## src/rtl/_alu_pkg.sv

```systemverilog
// -----------------------------------------------------------------------------
// _alu_pkg
// Shared ALU datapath definitions:
//   - alu_state_e  : sequencing states of the multi-cycle arithmetic units
//   - ALU_WIDTH    : default operand width, shared by adder and subtractor
//   - nchunk()     : number of CHUNK-bit slices in a WIDTH-bit operand
// -----------------------------------------------------------------------------
package _alu_pkg;

    localparam int ALU_WIDTH = 32;

    typedef enum logic [1:0] {
        ST_IDLE = 2'd0,
        ST_BUSY = 2'd1,
        ST_DONE = 2'd2
    } alu_state_e;

    function automatic int nchunk(input int width, input int chunk);
        return width / chunk;
    endfunction

endpackage

```

## src/rtl/_addition_seq_impl_if.sv

```systemverilog
// -----------------------------------------------------------------------------
// _addition_seq_impl_if
// Operand/result handshake bundle of the sequential adder.
//   in_valid/in_ready   : operand handshake (a, b, cin)
//   out_valid/out_ready : result handshake (aer, and ovf when ADDER_OVF_EN)
// Modports:
//   master : producer/consumer side (operand fetch + writeback)
//   slave  : adder side
// Optional macro ADDER_OVF_EN adds the signed-overflow flag ovf.
// -----------------------------------------------------------------------------
interface _addition_seq_impl_if #(
    parameter int WIDTH = _alu_pkg::ALU_WIDTH
);
    logic             in_valid;
    logic             in_ready;
    logic [WIDTH-1:0] a;
    logic [WIDTH-1:0] b;
    logic             cin;
    logic             out_valid;
    logic             out_ready;
    logic [WIDTH:0]   aer;
`ifdef ADDER_OVF_EN
    logic             ovf;
`endif

    modport master (
        output in_valid, a, b, cin, out_ready,
        input  in_ready, out_valid, aer
`ifdef ADDER_OVF_EN
        , input ovf
`endif
    );

    modport slave (
        input  in_valid, a, b, cin, out_ready,
        output in_ready, out_valid, aer
`ifdef ADDER_OVF_EN
        , output ovf
`endif
    );
endinterface

```

## src/rtl/_chunk_adder_impl.sv

```systemverilog
// -----------------------------------------------------------------------------
// _chunk_adder_impl
// Combinational CHUNK-bit carry-lookahead adder slice.
//   a, b : CHUNK-bit addends
//   cin  : carry into bit 0
//   sum  : CHUNK-bit sum
//   cout : carry out of the top bit
// Carries come from generate G = a&b and propagate P = a|b terms:
//   C[i+1] = G[i] | (P[i] & C[i]).
// -----------------------------------------------------------------------------
module _chunk_adder_impl #(
    parameter int CHUNK = 8
) (
    input  logic [CHUNK-1:0] a,
    input  logic [CHUNK-1:0] b,
    input  logic             cin,
    output logic [CHUNK-1:0] sum,
    output logic             cout
);
    logic [CHUNK-1:0] g_s;
    logic [CHUNK-1:0] p_s;
    logic [CHUNK:0]   c_s;

    assign g_s    = a & b;
    assign p_s    = a | b;
    assign c_s[0] = cin;

    for (genvar i = 0; i < CHUNK; i++) begin : g_carry
        assign c_s[i+1] = g_s[i] | (p_s[i] & c_s[i]);
    end

    // P is an OR term, so the sum bit must still use the XOR of the inputs.
    assign sum  = a ^ b ^ c_s[CHUNK-1:0];
    assign cout = c_s[CHUNK];

endmodule

```

## src/rtl/_addition_seq_impl.sv

```systemverilog
// -----------------------------------------------------------------------------
// _addition_seq_impl
// Multi-cycle adder: aer = a + b + cin, computed CHUNK bits per clock through
// one shared carry-lookahead slice. aer[WIDTH] is the carry-out.
// Ports:
//   clk  : clock, rising edge
//   rst  : synchronous active-high reset
//   bus  : _addition_seq_impl_if.slave (in_valid/in_ready/a/b/cin,
//          out_valid/out_ready/aer, plus ovf with ADDER_OVF_EN)
// Parameters: WIDTH (operand bits), CHUNK (bits per clock, divides WIDTH).
// Optional macro ADDER_OVF_EN: registered two's-complement overflow flag ovf.
// Timing: out_valid rises WIDTH/CHUNK cycles after the accept edge and holds
// with aer until out_ready; operands are only taken in IDLE.
// -----------------------------------------------------------------------------
module _addition_seq_impl
    import _alu_pkg::*;
#(
    parameter int WIDTH = ALU_WIDTH,
    parameter int CHUNK = 8
) (
    input  logic                  clk,
    input  logic                  rst,
    _addition_seq_impl_if.slave   bus
);
    localparam int NCHUNK = nchunk(WIDTH, CHUNK);
    localparam int IDX_W  = (NCHUNK > 1) ? $clog2(NCHUNK) : 1;
    localparam logic [IDX_W-1:0] IDX_LAST = IDX_W'(NCHUNK - 1);

    localparam logic [1:0] IDLE = ST_IDLE;
    localparam logic [1:0] BUSY = ST_BUSY;
    localparam logic [1:0] DONE = ST_DONE;

    if ((CHUNK <= 0) || ((WIDTH % CHUNK) != 0)) begin : g_bad_chunk
        $error("_addition_seq_impl: WIDTH must be a positive multiple of CHUNK");
    end

    logic [1:0]       state_r;
    logic [IDX_W-1:0] idx_r;
    logic [WIDTH-1:0] a_r;
    logic [WIDTH-1:0] b_r;
    logic             carry_r;
    logic [WIDTH:0]   aer_r;
    logic             in_ready_s;
    logic             accept_s;
    logic             last_s;
    logic [CHUNK-1:0] a_chunk_s;
    logic [CHUNK-1:0] b_chunk_s;
    logic [CHUNK-1:0] sum_s;
    logic             cout_s;

    assign in_ready_s = (state_r == IDLE) && !rst;
    assign accept_s   = bus.in_valid && in_ready_s;
    assign last_s     = (idx_r == IDX_LAST);

    // Operand slices for the current chunk, taken from the latched copies.
    assign a_chunk_s = a_r[idx_r*CHUNK +: CHUNK];
    assign b_chunk_s = b_r[idx_r*CHUNK +: CHUNK];

    _chunk_adder_impl #(
        .CHUNK (CHUNK)
    ) u_chunk_adder (
        .a    (a_chunk_s),
        .b    (b_chunk_s),
        .cin  (carry_r),
        .sum  (sum_s),
        .cout (cout_s)
    );

    // Control FSM, operand latches, chunk index, carry chain and result.
    always_ff @(posedge clk) begin
        if (rst) begin
            state_r <= IDLE;
            idx_r   <= '0;
            a_r     <= '0;
            b_r     <= '0;
            carry_r <= 1'b0;
            aer_r   <= '0;
        end else begin
            case (state_r)
                IDLE: begin
                    if (accept_s) begin
                        a_r     <= bus.a;
                        b_r     <= bus.b;
                        carry_r <= bus.cin;
                        idx_r   <= '0;
                        state_r <= BUSY;
                    end
                end
                BUSY: begin
                    aer_r[idx_r*CHUNK +: CHUNK] <= sum_s;
                    carry_r                     <= cout_s;
                    if (last_s) begin
                        aer_r[WIDTH] <= cout_s;
                        state_r      <= DONE;
                    end else begin
                        idx_r <= idx_r + IDX_W'(1);
                    end
                end
                DONE: begin
                    if (bus.out_ready) begin
                        state_r <= IDLE;
                    end
                end
                default: begin
                    state_r <= IDLE;
                end
            endcase
        end
    end

    assign bus.in_ready  = in_ready_s;
    assign bus.out_valid = (state_r == DONE);
    assign bus.aer       = aer_r;

`ifdef ADDER_OVF_EN
    logic ovf_r;
    logic msb_cin_s;

    // Carry into the top bit, recovered from the top sum bit of the last chunk.
    assign msb_cin_s = sum_s[CHUNK-1] ^ a_chunk_s[CHUNK-1] ^ b_chunk_s[CHUNK-1];

    // Signed overflow flag, captured on the final chunk and held through DONE.
    always_ff @(posedge clk) begin
        if (rst) begin
            ovf_r <= 1'b0;
        end else if ((state_r == BUSY) && last_s) begin
            ovf_r <= msb_cin_s ^ cout_s;
        end
    end

    assign bus.ovf = ovf_r;
`endif

endmodule

```

## src/flat_wrapper.sv

```systemverilog
// flat-port wrapper written by rule: the top's interface ports become plain ports
module _addition_seq_impl_flat import _alu_pkg::*;
#(
    parameter int WIDTH = ALU_WIDTH,
    parameter int CHUNK = 8
)
  (clk, rst, bus_in_valid, bus_a, bus_b, bus_cin, bus_out_ready, bus_in_ready, bus_out_valid, bus_aer);
  _addition_seq_impl_if #(.WIDTH(WIDTH)) bus_i ();
  input  logic clk;
  input  logic rst;
  input wire logic [$bits(bus_i.in_valid)-1:0] bus_in_valid;
  input wire logic [$bits(bus_i.a)-1:0] bus_a;
  input wire logic [$bits(bus_i.b)-1:0] bus_b;
  input wire logic [$bits(bus_i.cin)-1:0] bus_cin;
  input wire logic [$bits(bus_i.out_ready)-1:0] bus_out_ready;
  output wire logic [$bits(bus_i.in_ready)-1:0] bus_in_ready;
  output wire logic [$bits(bus_i.out_valid)-1:0] bus_out_valid;
  output wire logic [$bits(bus_i.aer)-1:0] bus_aer;
  assign bus_i.in_valid = bus_in_valid;
  assign bus_i.a = bus_a;
  assign bus_i.b = bus_b;
  assign bus_i.cin = bus_cin;
  assign bus_i.out_ready = bus_out_ready;
  assign bus_in_ready = bus_i.in_ready;
  assign bus_out_valid = bus_i.out_valid;
  assign bus_aer = bus_i.aer;
  _addition_seq_impl #(.WIDTH(WIDTH), .CHUNK(CHUNK)) u_core (.clk(clk), .rst(rst), .bus(bus_i));
endmodule
```

## config.mk

```make
export PLATFORM = sky130hd
export DESIGN_NAME = _addition_seq_impl_flat
export DESIGN_NICKNAME = d
export VERILOG_FILES = /design/src/rtl/_alu_pkg.sv /design/src/rtl/_addition_seq_impl_if.sv /design/src/rtl/_chunk_adder_impl.sv /design/src/rtl/_addition_seq_impl.sv /design/src/flat_wrapper.sv
export SDC_FILE = /design/constraint.sdc
export NUM_CORES = 1
export LEC_CHECK = 0
export BUFFER_PORTS_ARGS = -buffer_cell sky130_fd_sc_hd__buf_4
export CAP_MARGIN = 15
export CORE_ASPECT_RATIO = 0.7
export CORE_UTILIZATION = 45
export DETAILED_ROUTE_END_ITERATION = 10
export HOLD_SLACK_MARGIN = 0.05
export PLACE_DENSITY = 0.68
export SETUP_SLACK_MARGIN = 0.1
export SLEW_MARGIN = 20
export SYNTH_ARGS = -nofsm -noshare
export SYNTH_HDL_FRONTEND = slang
export SYNTH_HIERARCHICAL = 1
export SYNTH_SLANG_ARGS = --single-unit
```

## constraint.sdc

```tcl
create_clock -name clk -period 6.8 [get_ports clk]
set_clock_uncertainty 0.1 [all_clocks]
set_input_delay 0 -clock clk [delete_from_list [all_inputs] [get_ports clk]]
set_output_delay 0 -clock clk [all_outputs]
set_load 0.01 [all_outputs]
```

==> run metrics, run 1 <==
total CTS buffers=9; hold depth=2; postcts setup bufs=0; most used cell, CP=fa_1; P_sw=0.313 mW; gr usage total=0.248; GP Congestion=0.831; initial antenna violation count=0; CP max FO=19; Setup TNS Final=0 ns; IO Pins=approximately 100; Crit Path Class=reg2reg; Worst path slowest cell=dfxtp_1; Worst-Margin Slew=just over 1 ns; Net Sw Frac=0.234; CP Capture Type=register; CP arrival=a little under 5 ns; Final Hold Slack=0.225 ns; vias in the first global route=3953; r2r setup slk=2.00 ns; Die X-Extent=roughly 120 um; reg2reg start=u_core/idx_r[1]; first-pass GRT wire length=19300 um; Core Box Area=about 9300 sq um; Peak VDD IR=123 uV; most area-hungry cell type in the Yosys netlist=dfxtp_1; final slew viol count=0; Reg clk slew, reported paths=0.07 ns; fin cells=790; hold buffers post-CTS=67; Hold Crit Class=in2reg; Synth Instances=519; pin count of the biggest net entering global routing=approximately 110; Final ANT Viol Nets=0; post-DR vias/cell=5.15; Warnings, synthesis=6; Largest stage delay, worst path=0.87 ns; global route total overflow=0; Worst slew margin=0.312; clk_lat worst skew=0.34 ns; crit path to=u_core/bus.aer[31]; Final min period=between 4 and 5 ns; Comb power frac=0.129; mapped cell area=4430 sq um; crit path cell chain=mux4_2 -> inv_1 -> fa_1 -> inv_1 -> fa_1 -> fa_1 -> fa_1 -> fa_1 -> inv_1 -> fa_1 -> fa_1 -> fa_1 -> inv_1 -> nor2b_1 -> nand3_1 -> a21oi_1; Final period util=0.705; final setup margin=2.00 ns; die area=10200 sq um; r2r worst-path depth=16; Internal=1.03 mW; H-tree levels=3; synth unique cells=28; Via Count=4069; n_diodes=0; sequential share of power=0.474; synth top area cells=dfxtp_1 (46%), nand2_1 (14%), a21oi_1 (11%); RR Endpoint=u_core/bus.aer[31]; leakage power=2.39 nW; Area growth syn-to-layout=38.6%; Syn Area/Cell=about 8.5 sq um; Synth top area share=0.461; Initial Utilization=0.477; post-DP HPWL=7940 um; layout cells sized above 1=0.206; TritonCTS clock tree=done; Critical Path Start=u_core/idx_r[1]; Critical Path RT=approximately 7.0 ns; Clock Tree Root=clkbuf_16; 1st-pass router iterations=5; Clock power frac=0.398; max frequency=0.208 GHz; setup violators final=0; Resize count post-CTS=0; DRT iter0 DRCs=500; syn_nets=600; # fillers=765; FF+latch count, synth=102; max-cap viol count=0; Seq/Total Area, Yosys=0.461; drt wl/cell=15.2 um; Inst Count DP=708; Layout Nets=743; pre-CTS setup slack=2.02 ns; critical path startpoint category=register; Sink Count=102; # rows=29; Final Hold Vio Count=0; RSZ-0062 raised after global routing=no; clk buf depth=2; WL final=12000 um; status=completed; PortBufs=around 100; Power Density=218 nW/um^2; Die H=85.0 um; DRC errors left=0
cells in the mapped netlist, drive strengths merged:
cell	count
a2111oi	1
a21oi	98
and2	1
and3b	4
buf	27
clkbuf	13
dfxtp	102
fa	8
ha	4
inv	20
mux2i	1
mux4	16
nand2	163
nand2b	2
nand3	32
nand3b	4
nor2	2
nor2b	12
nor3	3
nor4b	1
o31ai	1
o32ai	1
or3	1
or3b	1
or4b	1
how the worst min path moves through the flow:
| stage | to | slack [ns] | from |
|---|---|---|---|
| floorplan | u_core/a_r[16] | 0.04 | bus_a[16] |
| global placement | u_core/b_r[24] | 0.15 | bus_b[24] |
| detailed placement | u_core/b_r[28] | 0.16 | bus_b[28] |
| CTS | u_core/b_r[25] | 0.24 | rst |
| global route | u_core/bus.aer[25] | 0.27 | rst |
| finish | u_core/bus.aer[18] | 0.22 | rst |
sequential cells by signal, summed over array words and instances (netlist names):
signal	cells
u_core/bus.aer	33
u_core/a_r	32
u_core/b_r	32
u_core/idx_r	2
u_core/state_r	2
u_core/carry_r	1
per-layer routing:
layer / GRT usage / share of wire / wire length [um]
met1: 0.343 / 0.47 / 5590
met3: 0.0786 / 0.076 / 918
met2: 0.376 / 0.44 / 5340
met4: 0.0662 / 0.013 / 155
met5: 0 / 0 / 0
power by group through the flow:
stage	clock network (mW)	registers, mW	logic (mW)
after floorplan	0	0.639	0.0947
after CTS	0.543	0.634	0.171
after global placement	0	0.647	0.137
after detailed placement	0	0.647	0.140
after global routing	0.569	0.636	0.189
final	0.533	0.634	0.172
layout by cell type, fill, tap and decap left out, drive strengths merged:
cell	instances
a2111oi	1
a21oi	98
and2	1
and3b	4
buf	105
bufinv	2
clkbuf	10
clkinv	3
dfxtp	102
dlygate4sd3	67
fa	8
ha	4
inv	20
mux2i	1
mux4	16
nand2	163
nand2b	2
nand3	32
nand3b	4
nor2	2
nor2b	12
nor3	3
nor4b	1
o31ai	1
o32ai	1
or3	1
or3b	1
or4b	1
per-stage QoR:
stage	utilization	area, sq um	power [mW]
finish	0.661	6140	1.34
global route	0.661	6140	1.39
CTS	0.661	6140	1.35
detailed placement	0.556	5160	0.787
global placement	0.556	5160	0.783
floorplan	-	4430	0.734
area by class of cell:
type | count | area [sq um] | area share
clock buffer | 10 | 229 | 0.0373
clock inverter | 5 | 75.1 | 0.0122
inverter | 20 | 75.1 | 0.0122
multi-input combinational | 357 | 2100 | 0.343
sequential | 102 | 2040 | 0.333
tap | 124 | 155 | 0.0253
timing repair buffer | 172 | 1460 | 0.238
worst max-delay path: cells and delay by family, from the launching register on:
family / cells / cell delay, ns
compound gates: 1 / 0.20
fa+ha+maj: 8 / 2.47
flops: 1 / 0.87
buf+inv: 4 / 0.31
mux: 1 / 0.41
simple gates: 2 / 0.35
logic make-up (layout without fill, tap and decap cells):
group,after synthesis,after routing,share of synthesized area
DFF,102,102,0.461
and+or+nand+nor,227,227,0.225
buffers and inverters,60,207,0.0664
muxes,17,17,0.0836
adders and majority gates,12,12,0.0475
AOI/OAI and AO/OA,101,101,0.116
Note: power is estimated with default switching activity, not from simulation.
==> run 2: changes to the inputs <==
Settings changed: PLACE_DENSITY 0.68 to 0.7.
Clock period 6.8 ns to 4 ns, I/O delays scaled along.
==> run 2 against run 1 <==
Against the previous run: the flow now finishes with violations (setup timing); die area stayed put; critical path type unchanged; largest power group unchanged; global-route usage is 0.31 points higher; clock-buffer cell count increased by 2; setup slack lost 2.1 ns; critical path depth unchanged; via count grew 1.8%; first-iteration DRC count fell by 18%.
==> run metrics, run 2 (same netlist as run 1, synthesis figures left out) <==
1st-pass router iterations=4 (was 5); die area=10200 sq um (unchanged); leakage power=2.42 nW (was 2.39 nW); Reg clk slew, reported paths=0.07 ns (about the same); Layout Nets=749 (was 743); clk buf depth=2 (unchanged); DRC errors left=0 (unchanged); global route total overflow=0 (unchanged); Via Count=4143 (was 4069); Die X-Extent=121 um (unchanged); Power Density=370 nW/um^2 (was 218 nW/um^2); commonest cells after routing, fill and taps aside=nand2_1 (163), buf_4 (109), dfxtp_1 (100) (was nand2_1 (163), buf_4 (105), dfxtp_1 (102)); H-tree levels=3 (unchanged); gr usage total=0.251 (was 0.248); max-cap viol count=0 (unchanged); # fillers=789 (was 765); most common cell after layout, fill and taps aside=nand2_1 (unchanged); # rows=29 (unchanged); Core Box Area=9290 sq um (unchanged); Final min period=4.07 ns (was 4.80 ns); RSZ-0062 raised after global routing=yes (was no); CP arrival=4.24 ns (was 4.96 ns); max frequency=0.246 GHz (was 0.208 GHz); most used cell, CP=fa_2 (was fa_1); Peak VDD IR=235 uV (was 123 uV); Largest register FFs=33 (unchanged); PortBufs=103 (unchanged); post-DP HPWL=7970 um (was 7940 um); Initial Utilization=0.477 (unchanged); final slew viol count=0 (unchanged); Die H=85.0 um (unchanged); Hold Crit Class=in2reg (unchanged); fin area=6250 sq um (was 6140 sq um); n_diodes=0 (unchanged); vias in the first global route=3954 (was 3953); pin count of the biggest net entering global routing=108 (unchanged); total CTS buffers=9 (unchanged); drt wl/cell=15.2 um (about the same); status=finished with violations (was completed); crit path cell chain=mux4_2 -> inv_2 -> fa_2 -> inv_2 -> fa_2 -> fa_2 -> fa_2 -> fa_2 -> inv_2 -> fa_2 -> fa_2 -> fa_1 -> inv_2 -> nor2b_4 -> nand3_1 -> a21oi_1 (was mux4_2 -> inv_1 -> fa_1 -> inv_1 -> fa_1 -> fa_1 -> fa_1 -> fa_1 -> inv_1 -> fa_1 -> fa_1 -> fa_1 -> inv_1 -> nor2b_1 -> nand3_1 -> a21oi_1); CP Capture Type=register (unchanged); Sink Count=102 (unchanged); Critical Path RT=4.16 ns (was 6.96 ns); register area=2050 sq um (was 2040 sq um); Final ANT Viol Nets=0 (unchanged); critical path buffer and inverter count=4 (unchanged); Multi-input gate area=2140 sq um (was 2100 sq um); post-DR vias/cell=5.20 (was 5.15); initial antenna violation count=0 (unchanged); Worst slew margin=0.295 (was 0.312); Inst Count DP=712 (was 708); Post-DP Area=5220 sq um (was 5160 sq um); final setup margin=-0.0709 ns (was 2.00 ns); WL final=12100 um (was 12000 um); DRT iter0 DRCs=408 (was 500); Worst-Margin Slew=1.06 ns (was 1.03 ns); IO Pins=104 (unchanged); Layout Utilization=0.673 (was 0.661); total power=2.31 mW (was 1.34 mW); clk_lat worst skew=0.34 ns (about the same); first-pass GRT wire length=19700 um (was 19300 um); TritonCTS clock tree=done (unchanged); failing checks=setup timing; Clock Tree Root=clkbuf_16 (unchanged); GP Congestion=0.818 (was 0.831); setup violators final=5 (was 0); Largest stage delay, worst path=0.51 ns (was 0.87 ns); layout cells sized above 1=0.238 (was 0.206); Worst path slowest cell=mux4_2 (was dfxtp_1); Final period util=1.02 (was 0.705); Final Hold Vio Count=0 (unchanged); CP delay by family, top=adder cells (unchanged); fin cells=797 (was 790); Crit Path Class=reg2reg (unchanged); critical path startpoint category=register (unchanged); Area growth syn-to-layout=41.1% (was 38.6%); CP max FO=4 (was 19)
run 2: cell count changes in the layout (fill, tap and decap cells not counted), sizes merged:
cell,delta
clkinv,-1
buf,+6
clkbuf,+2
run 2: timing repair:
action                     in CTS  in global routing
pin swaps                       4                  2
buffers inserted                1                  1
hold endpoints to repair       67                  0
gates resized for setup         2                  8
setup endpoints to repair       7                 12
hold buffers                   67                  0
run 2: path summary, 6_finish.rpt:
check                       end  depth (start not counted)  slack (ns)               from
max          u_core/bus.aer[15]                         16       -0.07    u_core/idx_r[0]
min           u_core/bus.aer[7]                          2        0.22                rst
max reg2reg  u_core/bus.aer[15]                         16       -0.07    u_core/idx_r[0]
min reg2reg   u_core/bus.aer[0]                          2        0.35  u_core/bus.aer[0]
run 2: through the flow:
stage	hold WS [ns]	worst slack [ns]	TNS, ns
after global placement	0.151	0.0263	0
after CTS	0.243	-0.0285	-0.0889
after detailed placement	0.158	-0.0592	-0.134
final	0.223	-0.0709	-0.238
after floorplan	0.0360	-0.0257	-0.0456
after global routing	0.281	-0.238	-1.39
run 2: where the power goes:
part           total (mW)  switching [mW]  leakage, nW  internal (mW)
clock               0.922           0.359        0.157          0.563
sequential           1.07          0.0237        0.829           1.05
combinational       0.316           0.152         1.43          0.164
total                2.31           0.535         2.42           1.78
run 2: layout make-up:
| class | count | area share |
|---|---|---|
| clock inverter | 4 | 0.0112 |
| inverter | 20 | 0.0120 |
| multi-input combinational | 357 | 0.343 |
| tap | 124 | 0.0248 |
| sequential | 102 | 0.328 |
| clock buffer | 12 | 0.0394 |
| timing repair buffer | 178 | 0.242 |
run 2: per-layer routing:
metal,track usage,part of all wire,vias up
met3,0.0551,0.066,18
met4,0.0831,0.016,0
met1,0.343,0.46,1966
li1,-,-,2013
met2,0.398,0.46,146
met5,0,0,-
==> run 3: changes to the inputs <==
Settings changed: ABC_AREA from default to 1, CORE_UTILIZATION 45 to 35, PLACE_DENSITY 0.7 to 0.57, RECOVER_POWER from default to 100.
==> run 3 against run 2 <==
Against the previous run: the run ends with DRC left; fmax up 3.1%; design area up 1.6%; utilization down 17 points; area after synthesis up 3.3%; clock power up 4.9%; synthesized cell count up 21%; final cell count up 18%; non-clock buffer count up 3; hold slack worse by 0.10 ns; critical path type unchanged; largest cell class unchanged; largest power group unchanged.
==> run metrics, run 3 <==
Sink Count=102 (unchanged); Worst path slowest cell=fa_1 (was mux4_2); Via Count=4635 (was 4143); Final Hold Vio Count=0 (unchanged); met1 Use GR=0.302 (was 0.343); pre-CTS setup slack=0.0285 ns (was -0.0592 ns); CP delay by family, top=adder cells (unchanged); Seq/Total Area, Yosys=0.446 (was 0.461); drt wl/cell=14.7 um (was 15.2 um); Core Box Area=12600 sq um (was 9290 sq um); Warnings, synthesis=6 (unchanged); RSZ-0062 raised after global routing=yes (unchanged); Die H=97.7 um (was 85.0 um); min-delay src=bus_in_valid (was rst); critical path startpoint category=register (unchanged); setup violators final=0 (was 5); Synth Instances=630 (was 519); final setup margin=0.0520 ns (was -0.0709 ns); global route total overflow=0 (unchanged); mapped cell area=4570 sq um (was 4430 sq um); clk_lat worst skew=0.35 ns (was 0.34 ns); Reg clk slew, reported paths=0.07 ns (about the same); critical path buffer and inverter count=5 (was 4); PortBufs=103 (unchanged); Layout Nets=856 (was 749); count leader, synth=nand2_1 (unchanged); die area=13500 sq um (was 10200 sq um); H-tree levels=3 (unchanged); CP Capture Type=register (unchanged); pin count of the biggest net entering global routing=101 (was 108); Crit Path Class=reg2reg (unchanged); final slew viol count=0 (unchanged); post-DP HPWL=9640 um (was 7970 um); reg2reg start=u_core/idx_r[0] (unchanged); leakage power=2.47 nW (was 2.42 nW); DRC errors left=4 (was 0); Final ANT Viol Nets=0 (unchanged); Inst Count DP=859 (was 712); status=finished with violations (unchanged); WL final=13900 um (was 12100 um); r2r worst-path depth=19 (was 16); commonest cells after routing, fill and taps aside=nand2_1 (130), dfxtp_1 (100), a21oi_1 (94) (was nand2_1 (163), buf_4 (109), dfxtp_1 (100)); syn_nets=711 (was 600); gr usage total=0.208 (was 0.251); Critical Path RT=4.17 ns (was 4.16 ns); Largest stage delay, worst path=0.42 ns (was 0.51 ns); CP arrival=4.12 ns (was 4.24 ns); Synth async-reset ratio=0 (unchanged); Worst slew margin=0.318 (was 0.295); post-DR vias/cell=4.92 (was 5.20); RR Endpoint=u_core/bus.aer[15] (unchanged); vias in the first global route=4420 (was 3954); 1st-pass router iterations=8 (was 4); most area-hungry cell type in the Yosys netlist=dfxtp_1 (unchanged); Initial Utilization=0.363 (was 0.477); fin area=6350 sq um (was 6250 sq um); Synth top cells by count=nand2_1 (132), dfxtp_1 (102), a21oi_1 (96) (was nand2_1 (163), dfxtp_1 (102), a21oi_1 (98)); Final min period=3.95 ns (was 4.07 ns); IO Pins=104 (unchanged); max frequency=0.253 GHz (was 0.246 GHz); failing checks=DRC (was setup timing); GR Util met2=0.316 (was 0.398); Synth top area share=0.446 (was 0.461); Setup TNS Final=0 ns (was -0.238 ns); initial antenna violation count=0 (unchanged); Power Density=399 nW/um^2 (was 370 nW/um^2); Most Crowded Layer GR=met2 (unchanged); WP depth=19 (was 16); Hold EP=u_core/b_r[29] (was u_core/bus.aer[7]); max-cap viol count=0 (unchanged); DRT iter0 DRCs=443 (was 408); hold depth=3 (was 2); TritonCTS clock tree=done (unchanged); number of synthesized flops with an enable pin=0 (unchanged); r2r setup slk=0.05 ns (was -0.07 ns); most used cell, CP=fa_2 (unchanged); global routing usage on met3=0.0414 (was 0.0551); Syn Area/Cell=7.26 sq um (was 8.53 sq um); first-pass GRT wire length=22100 um (was 19700 um); synth top area cells=dfxtp_1 (45%), nand2_1 (11%), a21oi_1 (11%) (was dfxtp_1 (46%), nand2_1 (14%), a21oi_1 (11%)); most common cell after layout, fill and taps aside=nand2_1 (unchanged); fin cells=942 (was 797); synth unique cells=20 (was 28); # rows=34 (was 29); Largest register FFs=33 (unchanged); Final period util=0.987 (was 1.02); n_diodes=0 (unchanged); Area growth syn-to-layout=38.8% (was 41.1%); layout cells sized above 1=0.160 (was 0.238); Die X-Extent=139 um (was 121 um); Clock Tree Root=clkbuf_16 (unchanged); crit path cell chain=inv_8 -> o21ai_2 -> o22ai_1 -> inv_1 -> fa_2 -> inv_2 -> fa_2 -> fa_2 -> fa_2 -> fa_2 -> inv_2 -> fa_2 -> fa_2 -> fa_1 -> inv_2 -> nand2_2 -> nor2_2 -> nand3_2 -> a21oi_2 (was mux4_2 -> inv_2 -> fa_2 -> inv_2 -> fa_2 -> fa_2 -> fa_2 -> fa_2 -> inv_2 -> fa_2 -> fa_2 -> fa_1 -> inv_2 -> nor2b_4 -> nand3_1 -> a21oi_1); Peak VDD IR=204 uV (was 235 uV); total CTS buffers=9 (unchanged); CP max FO=8 (was 4); Worst-Margin Slew=1.02 ns (was 1.06 ns); GP Congestion=0.860 (was 0.818); FF+latch count, synth=102 (unchanged); Main synth FF type=dfxtp_1 (unchanged); Final Hold Slack=0.123 ns (was 0.223 ns); Hold Crit Class=in2reg (unchanged); Post-DP Area=5420 sq um (was 5220 sq um); clk buf depth=2 (unchanged)
[run 3: cell type report]
class	count	area (sq um)
well taps	162	203
clock inverters	4	77.6
inverters	38	150
repair buffers	181	1400
multi-input cells	443	2220
flip-flops and latches	102	2050
fillers	1279	6240
clock buffers	12	256
[run 3: cells by family after synthesis]
logic type	after synthesis	share of synthesized area
AO/OA/AOI/OAI	149	0.167
adder cells (fa/ha/maj)	12	0.0460
buffers and inverters	85	0.0818
flip-flops	102	0.446
AND/OR/NAND/NOR	282	0.258
[run 3: timing repair]
| action | CTS | global route |
|---|---|---|
| endpoints found under the setup margin | 3 | 7 |
| hold endpoints to repair | 66 | 0 |
| resized for setup | 6 | 20 |
| pin swaps | 1 | 6 |
| hold buffers | 66 | 0 |
| setup buffers | 0 | 1 |
[run 3: how the worst max path moves through the flow]
stage,startpoint,to,slack [ns]
final,u_core/idx_r[0],u_core/bus.aer[15],0.05
after global routing,u_core/idx_r[0],u_core/bus.aer[15],-0.1
after CTS,u_core/idx_r[0],u_core/bus.aer[15],0.1
after detailed placement,u_core/idx_r[0],u_core/bus.aer[23],0.03
after global placement,u_core/idx_r[0],u_core/bus.aer[23],0.11
after floorplan,u_core/idx_r[0],u_core/bus.aer[23],0.10
[run 3: layer usage]
metal,wire (um),up-vias,share of wire
li1,-,2378,-
met4,110,0,0.0079
met5,0,-,0
met2,6010,102,0.43
met1,7110,2147,0.51
met3,646,8,0.047
[run 3: through the flow]
step / utilization / power (mW)
floorplan: - / 1.37
global placement: 0.431 / 1.51
detailed placement: 0.431 / 1.51
CTS: 0.511 / 2.53
global route: 0.504 / 2.65
finish: 0.504 / 2.53
[run 3: worst min-delay path, stage by stage]
cell,delay (ns)
buf_4,0.30
nand3_1,0.16
a21oi_1,0.06
[run 3: where the power goes]
group,leakage [nW],switching [mW],internal (mW)
clock,0.163,0.381,0.586
combinational,1.47,0.274,0.204
sequential,0.831,0.0300,1.06
total,2.47,0.685,1.85
